File: config.mk
export PLATFORM = sky130hd
export DESIGN_NAME = writeback_stage
export DESIGN_NICKNAME = d
export VERILOG_FILES = /design/src/rtl/mips_pkg.sv /design/src/rtl/load_align.sv /design/src/rtl/writeback_stage.sv
export SDC_FILE = /design/constraint.sdc
export NUM_CORES = 1
export LEC_CHECK = 0
export ABC_AREA = 1
export CAP_MARGIN = 10
export CORE_ASPECT_RATIO = 0.8
export CORE_UTILIZATION = 40
export DETAILED_ROUTE_END_ITERATION = 7
export GPL_ROUTABILITY_DRIVEN = 0
export PLACE_DENSITY = 0.78
export SKIP_CTS_REPAIR_TIMING = 1
export SLEW_MARGIN = 5
export SYNTH_ARGS = -nofsm -noshare
export SYNTH_HDL_FRONTEND = slang
export SYNTH_SLANG_ARGS = --single-unit
File: constraint.sdc
create_clock -name clk -period 1.8 [get_ports clk]
set_input_delay 0.45 -clock clk [delete_from_list [all_inputs] [get_ports clk]]
set_output_delay 0.45 -clock clk [all_outputs]
set_load 0.01 [all_outputs]
File: src/rtl/mips_pkg.sv
// mips_pkg: shared types and constants for the MIPS core pipeline.
//   load_type_t : load flavour carried down the pipe (LW..LWR)
//   wb_state_t  : writeback load-wait FSM states
//   REG_ZERO    : architectural $zero register index
package mips_pkg;

  typedef enum logic [2:0] {
    LW  = 3'd0,
    LB  = 3'd1,
    LBU = 3'd2,
    LH  = 3'd3,
    LHU = 3'd4,
    LWL = 3'd5,
    LWR = 3'd6
  } load_type_t;

  typedef enum logic {
    IDLE = 1'b0,
    WAIT = 1'b1
  } wb_state_t;

  localparam logic [4:0] REG_ZERO = 5'd0;

endpackage

File: src/rtl/load_align.sv
// load_align: combinational big-endian load-data alignment.
//   i_rdata    : raw memory word (byte k = i_rdata[31-8k -: 8])
//   i_type     : load flavour
//   i_offset   : address[1:0] of the load
//   i_rt_old   : previous rt value, merged by LWL/LWR
//   o_data     : aligned, extended result
//   o_addr_err : misaligned LW/LH/LHU
// Build option: UNALIGNED_LOAD_EN enables LWL/LWR merging; without it
// LWL/LWR decode as plain LW and i_rt_old is ignored.
module load_align
  import mips_pkg::*;
(
  input  logic [31:0] i_rdata,
  input  load_type_t  i_type,
  input  logic [1:0]  i_offset,
  input  logic [31:0] i_rt_old,
  output logic [31:0] o_data,
  output logic        o_addr_err
);

  logic [7:0]  w_byte;
  logic [15:0] w_half;

  always_comb begin
    w_byte = 8'd0;
    case (i_offset)
      2'd0:    w_byte = i_rdata[31:24];
      2'd1:    w_byte = i_rdata[23:16];
      2'd2:    w_byte = i_rdata[15:8];
      default: w_byte = i_rdata[7:0];
    endcase
    // Halfword: only offset[1] selects; offset[0] is the error case.
    w_half = i_offset[1] ? i_rdata[15:0] : i_rdata[31:16];
  end

`ifdef UNALIGNED_LOAD_EN
  logic [4:0]  w_sh_l;
  logic [4:0]  w_sh_r;
  assign w_sh_l = {i_offset, 3'b000};   // 8k
  assign w_sh_r = {~i_offset, 3'b000};  // 8(3-k)
`else
  logic w_unused_rt_old;
  assign w_unused_rt_old = ^i_rt_old;
`endif

  always_comb begin
    o_data     = i_rdata;
    o_addr_err = 1'b0;
    case (i_type)
      LB:  o_data = {{24{w_byte[7]}}, w_byte};
      LBU: o_data = {24'd0, w_byte};
      LH: begin
        o_data     = {{16{w_half[15]}}, w_half};
        o_addr_err = i_offset[0];
      end
      LHU: begin
        o_data     = {16'd0, w_half};
        o_addr_err = i_offset[0];
      end
`ifdef UNALIGNED_LOAD_EN
      LWL: o_data = (i_rdata << w_sh_l) | (i_rt_old & ((32'd1 << w_sh_l) - 32'd1));
      LWR: o_data = (i_rdata >> w_sh_r) | (i_rt_old & ~(32'hFFFF_FFFF >> w_sh_r));
`endif
      // LW, and LWL/LWR when unaligned loads are not built in.
      default: o_addr_err = (i_offset != 2'd0);
    endcase
  end

endmodule

File: src/rtl/writeback_stage.sv
// writeback_stage: MEM/WB pipeline register, load-response wait FSM and
// register-file write-port driver.
//   clk, reset              : clock, async active-high reset
//   *_m                     : retiring instruction from MEM
//   mem_rdata(_valid)       : data-memory response
//   flush_w                 : squash the instruction entering WB
//   stall_w                 : WB holds a load without data; MEM must hold
//   write_enable/address/data : register-file write port (also forwarded)
//   load_addr_err           : misaligned LW/LH/LHU in WB this cycle
//   load_timeout_err        : sticky, load wait reached LOAD_TIMEOUT
// Build option: UNALIGNED_LOAD_EN (see load_align) enables LWL/LWR.
//
// Handshake: the WB register accepts a new instruction on every edge where
// stall_w=0. stall_w is high exactly while WB holds a valid, well-aligned
// load and mem_rdata_valid is low; the write is presented in the same
// cycle that mem_rdata_valid rises and the next instruction is captured on
// that edge.
module writeback_stage
  import mips_pkg::*;
#(
  parameter int LOAD_TIMEOUT = 255
) (
  input  logic        clk,
  input  logic        reset,
  input  logic        valid_m,
  input  logic        reg_write_m,
  input  logic        mem_to_reg_m,
  input  logic [2:0]  load_type_m,
  input  logic [1:0]  byte_offset_m,
  input  logic [4:0]  write_reg_m,
  input  logic [31:0] alu_result_m,
  input  logic [31:0] rt_old_m,
  input  logic [31:0] mem_rdata,
  input  logic        mem_rdata_valid,
  input  logic        flush_w,
  output logic        stall_w,
  output logic        write_enable,
  output logic [4:0]  write_address,
  output logic [31:0] write_data,
  output logic        load_addr_err,
  output logic        load_timeout_err
);

  localparam int CNT_W = $clog2(LOAD_TIMEOUT + 1);

  logic              r_valid;
  logic              r_reg_write;
  logic              r_mem_to_reg;
  load_type_t        r_load_type;
  logic [1:0]        r_byte_offset;
  logic [4:0]        r_write_reg;
  logic [31:0]       r_alu_result;
  logic [31:0]       r_rt_old;

  wb_state_t         r_state;
  logic [CNT_W-1:0]  r_wait_cnt;
  logic              r_timeout_err;

  logic              w_is_load;
  logic              w_align_err;
  logic [31:0]       w_load_data;

  // MEM/WB register; flush only matters on edges where WB accepts.
  always_ff @(posedge clk or posedge reset) begin
    if (reset) begin
      r_valid       <= 1'b0;
      r_reg_write   <= 1'b0;
      r_mem_to_reg  <= 1'b0;
      r_load_type   <= LW;
      r_byte_offset <= 2'd0;
      r_write_reg   <= REG_ZERO;
      r_alu_result  <= 32'd0;
      r_rt_old      <= 32'd0;
    end else if (!stall_w) begin
      r_valid       <= valid_m & ~flush_w;
      r_reg_write   <= reg_write_m;
      r_mem_to_reg  <= mem_to_reg_m;
      r_load_type   <= load_type_t'(load_type_m);
      r_byte_offset <= byte_offset_m;
      r_write_reg   <= write_reg_m;
      r_alu_result  <= alu_result_m;
      r_rt_old      <= rt_old_m;
    end
  end

  load_align u_load_align (
    .i_rdata    (mem_rdata),
    .i_type     (r_load_type),
    .i_offset   (r_byte_offset),
    .i_rt_old   (r_rt_old),
    .o_data     (w_load_data),
    .o_addr_err (w_align_err)
  );

  assign w_is_load     = r_valid & r_mem_to_reg;
  assign load_addr_err = w_is_load & w_align_err;
  // A misaligned load is dropped to the exception unit, so it never waits.
  assign stall_w       = w_is_load & ~w_align_err & ~mem_rdata_valid;

  assign write_enable  = r_valid & r_reg_write & (r_write_reg != REG_ZERO) &
                         ~load_addr_err & (~r_mem_to_reg | mem_rdata_valid);
  assign write_address = r_valid ? r_write_reg : REG_ZERO;
  assign write_data    = write_enable ? (r_mem_to_reg ? w_load_data : r_alu_result)
                                      : 32'd0;

  assign load_timeout_err = r_timeout_err;

  // Wait FSM. The counter holds the number of stall cycles already spent,
  // so the IDLE cycle in which the wait begins counts as the first one.
  always_ff @(posedge clk or posedge reset) begin
    if (reset) begin
      r_state       <= IDLE;
      r_wait_cnt    <= '0;
      r_timeout_err <= 1'b0;
    end else begin
      case (r_state)
        IDLE: begin
          if (stall_w) begin
            r_state    <= WAIT;
            r_wait_cnt <= CNT_W'(1);
          end
        end
        WAIT: begin
          if (!stall_w) begin
            r_state    <= IDLE;
            r_wait_cnt <= '0;
          end else if (r_wait_cnt == CNT_W'(LOAD_TIMEOUT)) begin
            r_timeout_err <= 1'b1;
          end else begin
            r_wait_cnt <= r_wait_cnt + CNT_W'(1);
          end
        end
        default: begin
          r_state    <= IDLE;
          r_wait_cnt <= '0;
        end
      endcase
    end
  end

endmodule

### Word-level counts from Yosys, hierarchy flattened

Index checks and enable logic that the tools add are counted.

* bits of input ports: 113
* logic and storage cells: 55
* register bits after elaboration: 55

* equality and inequality tests: 9
* $add $sub $neg: 1
* bitwise logic cells: 16
* reduce and logical (&&, ||, !) cells: 7
* multiplexer cells: 12

Operators by type and width (count)
* 32-bit case mux with 4 select lines: 1
* 32-bit two-way mux: 2
* 8-bit two-way mux: 3
* 8-bit case mux with 3 select lines: 1
* 16-bit two-way mux: 1
* 8-bit case mux with 2 select lines: 1
* 1-bit bitwise AND: 9
* 8-bit by 1-bit adder with 8-bit output, second input constant: 1
* 8-bit equality test, second input constant: 1
* 3-bit by 2-bit equality test with 1-bit output, second input constant: 2
* 1-bit NOT: 6
* 5-bit two-way mux: 1
* 5-bit nonzero test: 1
* 2-bit OR reduction: 2
* 3-bit by 1-bit equality test with 1-bit output, second input constant: 1
* 3-bit equality test, second input constant: 1
* 3-bit != test, second input constant: 1
* 3-bit AND reduction: 1
* 2-bit by 1-bit equality test with 1-bit output, second input constant: 1
* 2-bit equality test, second input constant: 1
* 2-bit logical NOT: 1
* 2-bit != test, second input constant: 1
* 1-bit case mux with 2 select lines: 1
* 2-bit AND reduction: 1
* other kinds (3): 3

### Logic depth before layout (Yosys ltp)

* word-level depth: 8
* mapped depth: 11
* mapped depth without buffers: 11

### By module

A second synthesis with hierarchy kept.

* cell total of the unflattened synthesis: 736
* area total of the unflattened synthesis: 5220.0 um2

By module, submodules not included
* writeback_stage: instances 1, sequential area each 2177.1 um2, cells an instance 529, area an instance 4202.8 um2
* load_align: instances 1, sequential area each 0.0 um2, cells an instance 207, area an instance 1017.2 um2

### Worst setup path before layout

OpenSTA, ideal clock, no wires.

* kind: register -> output
* start point: register r_load_type[2]
* end point: output port write_data[19]
* required time: 1350 ps
* data arrival time: 1494 ps
* cell stages (with the launch flop): 11
* setup slack: -144 ps
* cell sequence: dfrtp_1 > inv_2 > nand3_1 > nand2_4 > o21ai_2 > nand2_2 > nor2_4 > nor2_4 > inv_4 > buf_6 > a21oi_1

* word-level cells in the longest chain between the ends: 8

RTL lines
* start, declared: RTL line writeback_stage.sv:49 `load_type_t r_load_type;`
* start signal, assigned: RTL line writeback_stage.sv:78 `r_load_type <= load_type_t'(load_type_m);`
* 3-bit by 2-bit equality test with 1-bit output (tied with other cells): RTL line load_align.sv:49 `case (i_type)`
* 2-bit OR reduction (no source line)
* 1-bit case mux with 2 select lines (*): RTL line load_align.sv:49
* 1-bit bitwise AND (*): RTL line writeback_stage.sv:96 `assign load_addr_err = w_is_load & w_align_err;`
* via load_addr_err: RTL line writeback_stage.sv:40 `output logic load_addr_err,`
* 1-bit NOT (*): RTL line writeback_stage.sv:101 `~load_addr_err & (~r_mem_to_reg | mem_rdata_valid);`
* 1-bit bitwise AND (*): RTL line writeback_stage.sv:100 `assign write_enable = r_valid & r_reg_write & (r_write_reg != REG_ZERO) &`
* 1-bit bitwise AND (*): RTL line writeback_stage.sv:101
* via write_enable: RTL line writeback_stage.sv:37 `output logic write_enable,`
* 32-bit two-way mux (*): RTL line writeback_stage.sv:103 `assign write_data = write_enable ? (r_mem_to_reg ? w_load_data : r_alu_result)`
* end, declared: RTL line writeback_stage.sv:39 `output logic [31:0] write_data,`

The timed path passes the listed nets; every way through them passes the cells marked *.

### Final worst setup path

* start point: register r_byte_offset[1]
* end point: output port write_data[11]

* word-level cells in the longest chain between the ends: 7

RTL lines
* start, declared: RTL line writeback_stage.sv:50 `logic [1:0] r_byte_offset;`
* start signal, assigned: RTL line writeback_stage.sv:79 `r_byte_offset <= byte_offset_m;`
* branches (longest 6 deep; another with 32-bit case mux with 4 select lines)
* 32-bit two-way mux (*): RTL line writeback_stage.sv:103

Mark *: on every way between the ends.

==> results.txt <==
Deepest clock path buffer count = 2
Number of DRC violations after detailed-routing iteration 0 = 341
Final non-filler cell area = 6050 um2
Htree depth = 2
Routed length per placed instance = 16.2 um
FF-to-FF setup slack = -0.20 ns
Depth of the worst register-to-register path = 12
Post-DP HPWL = 9.07 mm
Critical-path cell list = buf_12, nor2_4, buf_4, inv_1, nand2_2, nor2_4, nor2_4, inv_6, buf_12, a21oi_2, buf_2
Port Buf Inserts = 121
Multiplexer share of the synthesized area = 0
Most common cell after layout, fill and taps aside = nand2_1
Count of maximum capacitance violations = 0
CTS Root Cell = clkbuf_16
FF+latch count, synth = 55
Post-Route Utilization = 0.669
Area of the core region = 9040 um2
DP Cell Count = 812
Largest net degree at the start of global routing = 56
Clock-pin slew on the worst setup and hold paths = 0.07 ns
Setup crit end = write_data[11]
RSZ-0062 raised after global routing = yes
Leading cell types in the layout, fill and taps excluded = 228 x nand2_1, 79 x clkdlybuf4s50_1, 58 x buf_4, 52 x dfrtp_1, 34 x inv_1
Core Rows = 31
I/O pin count = 154
Max rail drop VDD = 0.000391 V
Hold Crit Class = flop to flop
CP max FO = 10
Worst setup EP type = output pin
Worst Setup Slack, final = -0.675 ns
Final nets = 833
Setup_tns = -25.82 ns
Count of final hold-check violations = 0
Die Span X = 110 um
Initial cell density of the core = 0.413
Clock Skews = 0.00379 ns
Post-synthesis compound-gate area fraction = 0.158
Most Frequent Cell on Critical Path = nor2_4
TritonCTS clock tree = built
Worst-margin pin slew = 0.433 ns
Violated checks = negative setup slack
Critical R2R Launch = r_load_type[0]
CP Launch Point = r_byte_offset[1]
Arithmetic-cell share of the synthesized area counting full adders, half adders and majority gates = 0.00335
Latest clock arrival within the worst-skew pair = 0.29 ns
Wire length of the first global-routing pass = 19.3 mm
Antenna violations before repair = 0
Run status = complete, but fails checks
TritonCTS Buffers = 5
Parity-gate share of the synthesized area counting xor and xnor cells = 0.0117
Share of layout cells above drive strength 1 = 0.285
Synthesized instance count = 540
Wire length after detailed routing = 13.5 mm
Final setup fails = 81
Count of warnings emitted by yosys = 0
Critical path's top delay family = buffers and inverters
Clock sinks = 55
Post-detailed-route count of antenna-violating nets = 0
Time the worst path needs with I/O delays and setup = 2.48 ns
Leftover overflow at the end of global routing = 0
Number of vias per cell = 5.30
Crit path buf inv count = 6
Reg-to-reg endpoint = r_mem_to_reg
Fillers = 753
Slew margin rel. = 0.710
Crit path required time = 1.35 ns
Vias in the first global route = 4,222
Yosys cell types = 37
Final cell count without fillers = 834
Largest family of logic cells by synthesized area = simple AND/OR/NAND/NOR gates
Length of the first detailed-routing pass in iterations = 5
Ant. Diodes = 0
Cell area reported after detailed placement = 5590 um2
Largest register FFs = 32
GRT Util Overall = 0.257
Syn nets = 654
Final period util = 1.38
P_leak = 3.10 nW
Pwr dens = 621 nW/um2
Avg Cell Area, Syn = 6.91 um2
Highest attainable clock frequency = 0.404 GHz
Highest cell delay on the worst timing path = 0.44 ns
Post-route DRC violation count = 0
Crit path DAT = 2.03 ns
Simple-gate area share of the yosys netlist = 0.371
Crit Path Category = flop to output pin
Routed vias = 4,417
Sequential element share of the synthesized area = 0.369
Cell depth of the worst setup path = 11
Post-synthesis instance area = 3730 um2
Die area = 9730 um2
Die height = 88.4 um
CP max stage cell = dfrtp_2
Slew Limit Fails = 0
Synthesis-to-finish area growth = 62.0%
Type of origin of the critical path = flop
[through the flow]
step	power (W)	hold slack, ns	setup slack (ns)
floorplan	0.00199	0.442	-0.111
global route	0.00393	0.490	-0.746
finish	0.00375	0.471	-0.675
CTS	0.00362	0.477	-1.13
detailed placement	0.00254	0.460	-1.09
global placement	0.00252	0.454	-1.03
[Yosys cell counts]
cell type  count  share of area
a21oi_2       17          0.040
nor2_2         1         0.0017
ha_1           1         0.0034
buf_6          4          0.012
nand3_2        2         0.0054
nand4_1        5         0.0084
xor2_1         4         0.0094
o211ai_1       7          0.014
or2_2          2         0.0034
nand3b_4       1         0.0054
buf_1          2         0.0020
nand3_1       23          0.031
or2_1          1         0.0017
o211ai_2       8          0.027
clkbuf_1       6         0.0060
nor2_4         4          0.012
buf_4          2         0.0040
inv_2          2         0.0020
inv_4          2         0.0034
dfrtp_1       55           0.37
buf_2         12          0.016
nand3_4        1         0.0047
o21ai_2        1         0.0023
nand2_2        4         0.0067
inv_1         36          0.036
nor2_1        37          0.037
o21ai_0       16          0.021
a21oi_1       31          0.042
nand2_1      236           0.24
and3b_1        1         0.0023
nand2_4        3         0.0090
o21ai_1        7         0.0094
nand3b_1       2         0.0040
a31o_2         1         0.0023
buf_12         1         0.0054
xnor2_1        1         0.0023
nor3_1         1         0.0013
[where the power goes]
group,internal (W),switching (W),total [W],leakage (nW)
clock,0.000650,0.000434,0.00108,0.0769
sequential,0.00132,0.0000596,0.00138,0.657
combinational,0.000629,0.000665,0.00129,2.37
total,0.00260,0.00116,0.00375,3.10
[layer usage]
layer,vias up,GRT usage,share of wire
li1,2075,-,-
met1,2081,0.339,0.42
met2,223,0.433,0.46
met3,38,0.0390,0.090
met4,0,0.0861,0.032
met5,-,0,0
[worst min-delay path, stage by stage, from the launching register on]
cell and delay, ns:
dfrtp_1 0.34, nand2_1 0.05, nand2_1 0.05
[worst min-delay path by stage]
stage | start | end | slack, ns | cells after the start
finish | r_alu_result[25] | r_alu_result[25] | 0.47 | 2
floorplan | r_alu_result[10] | r_alu_result[10] | 0.44 | 2
CTS | r_alu_result[10] | r_alu_result[10] | 0.48 | 2
global placement | r_alu_result[8] | r_alu_result[8] | 0.45 | 2
global route | r_alu_result[5] | r_alu_result[5] | 0.49 | 2
detailed placement | r_alu_result[10] | r_alu_result[10] | 0.46 | 2
[logic make-up after synthesis]
logic type / count (synthesis)
AO/OA/AOI/OAI: 88
flip-flops: 55
buffers and inverters: 67
AND/OR/NAND/NOR: 324
adder cells (fa/ha/maj): 1
XOR/XNOR: 5
[layout make-up]
type                    count  area (um2)  area share
clock inverters             1        30.0     0.00497
repair buffers            199        1940       0.321
multi-input cells         418        2270       0.375
well taps                 115         144      0.0238
flip-flops and latches     55        1380       0.228
clock buffers               6         129      0.0213
inverters                  40         160      0.0265
Note: power is estimated with default switching activity, not from simulation.
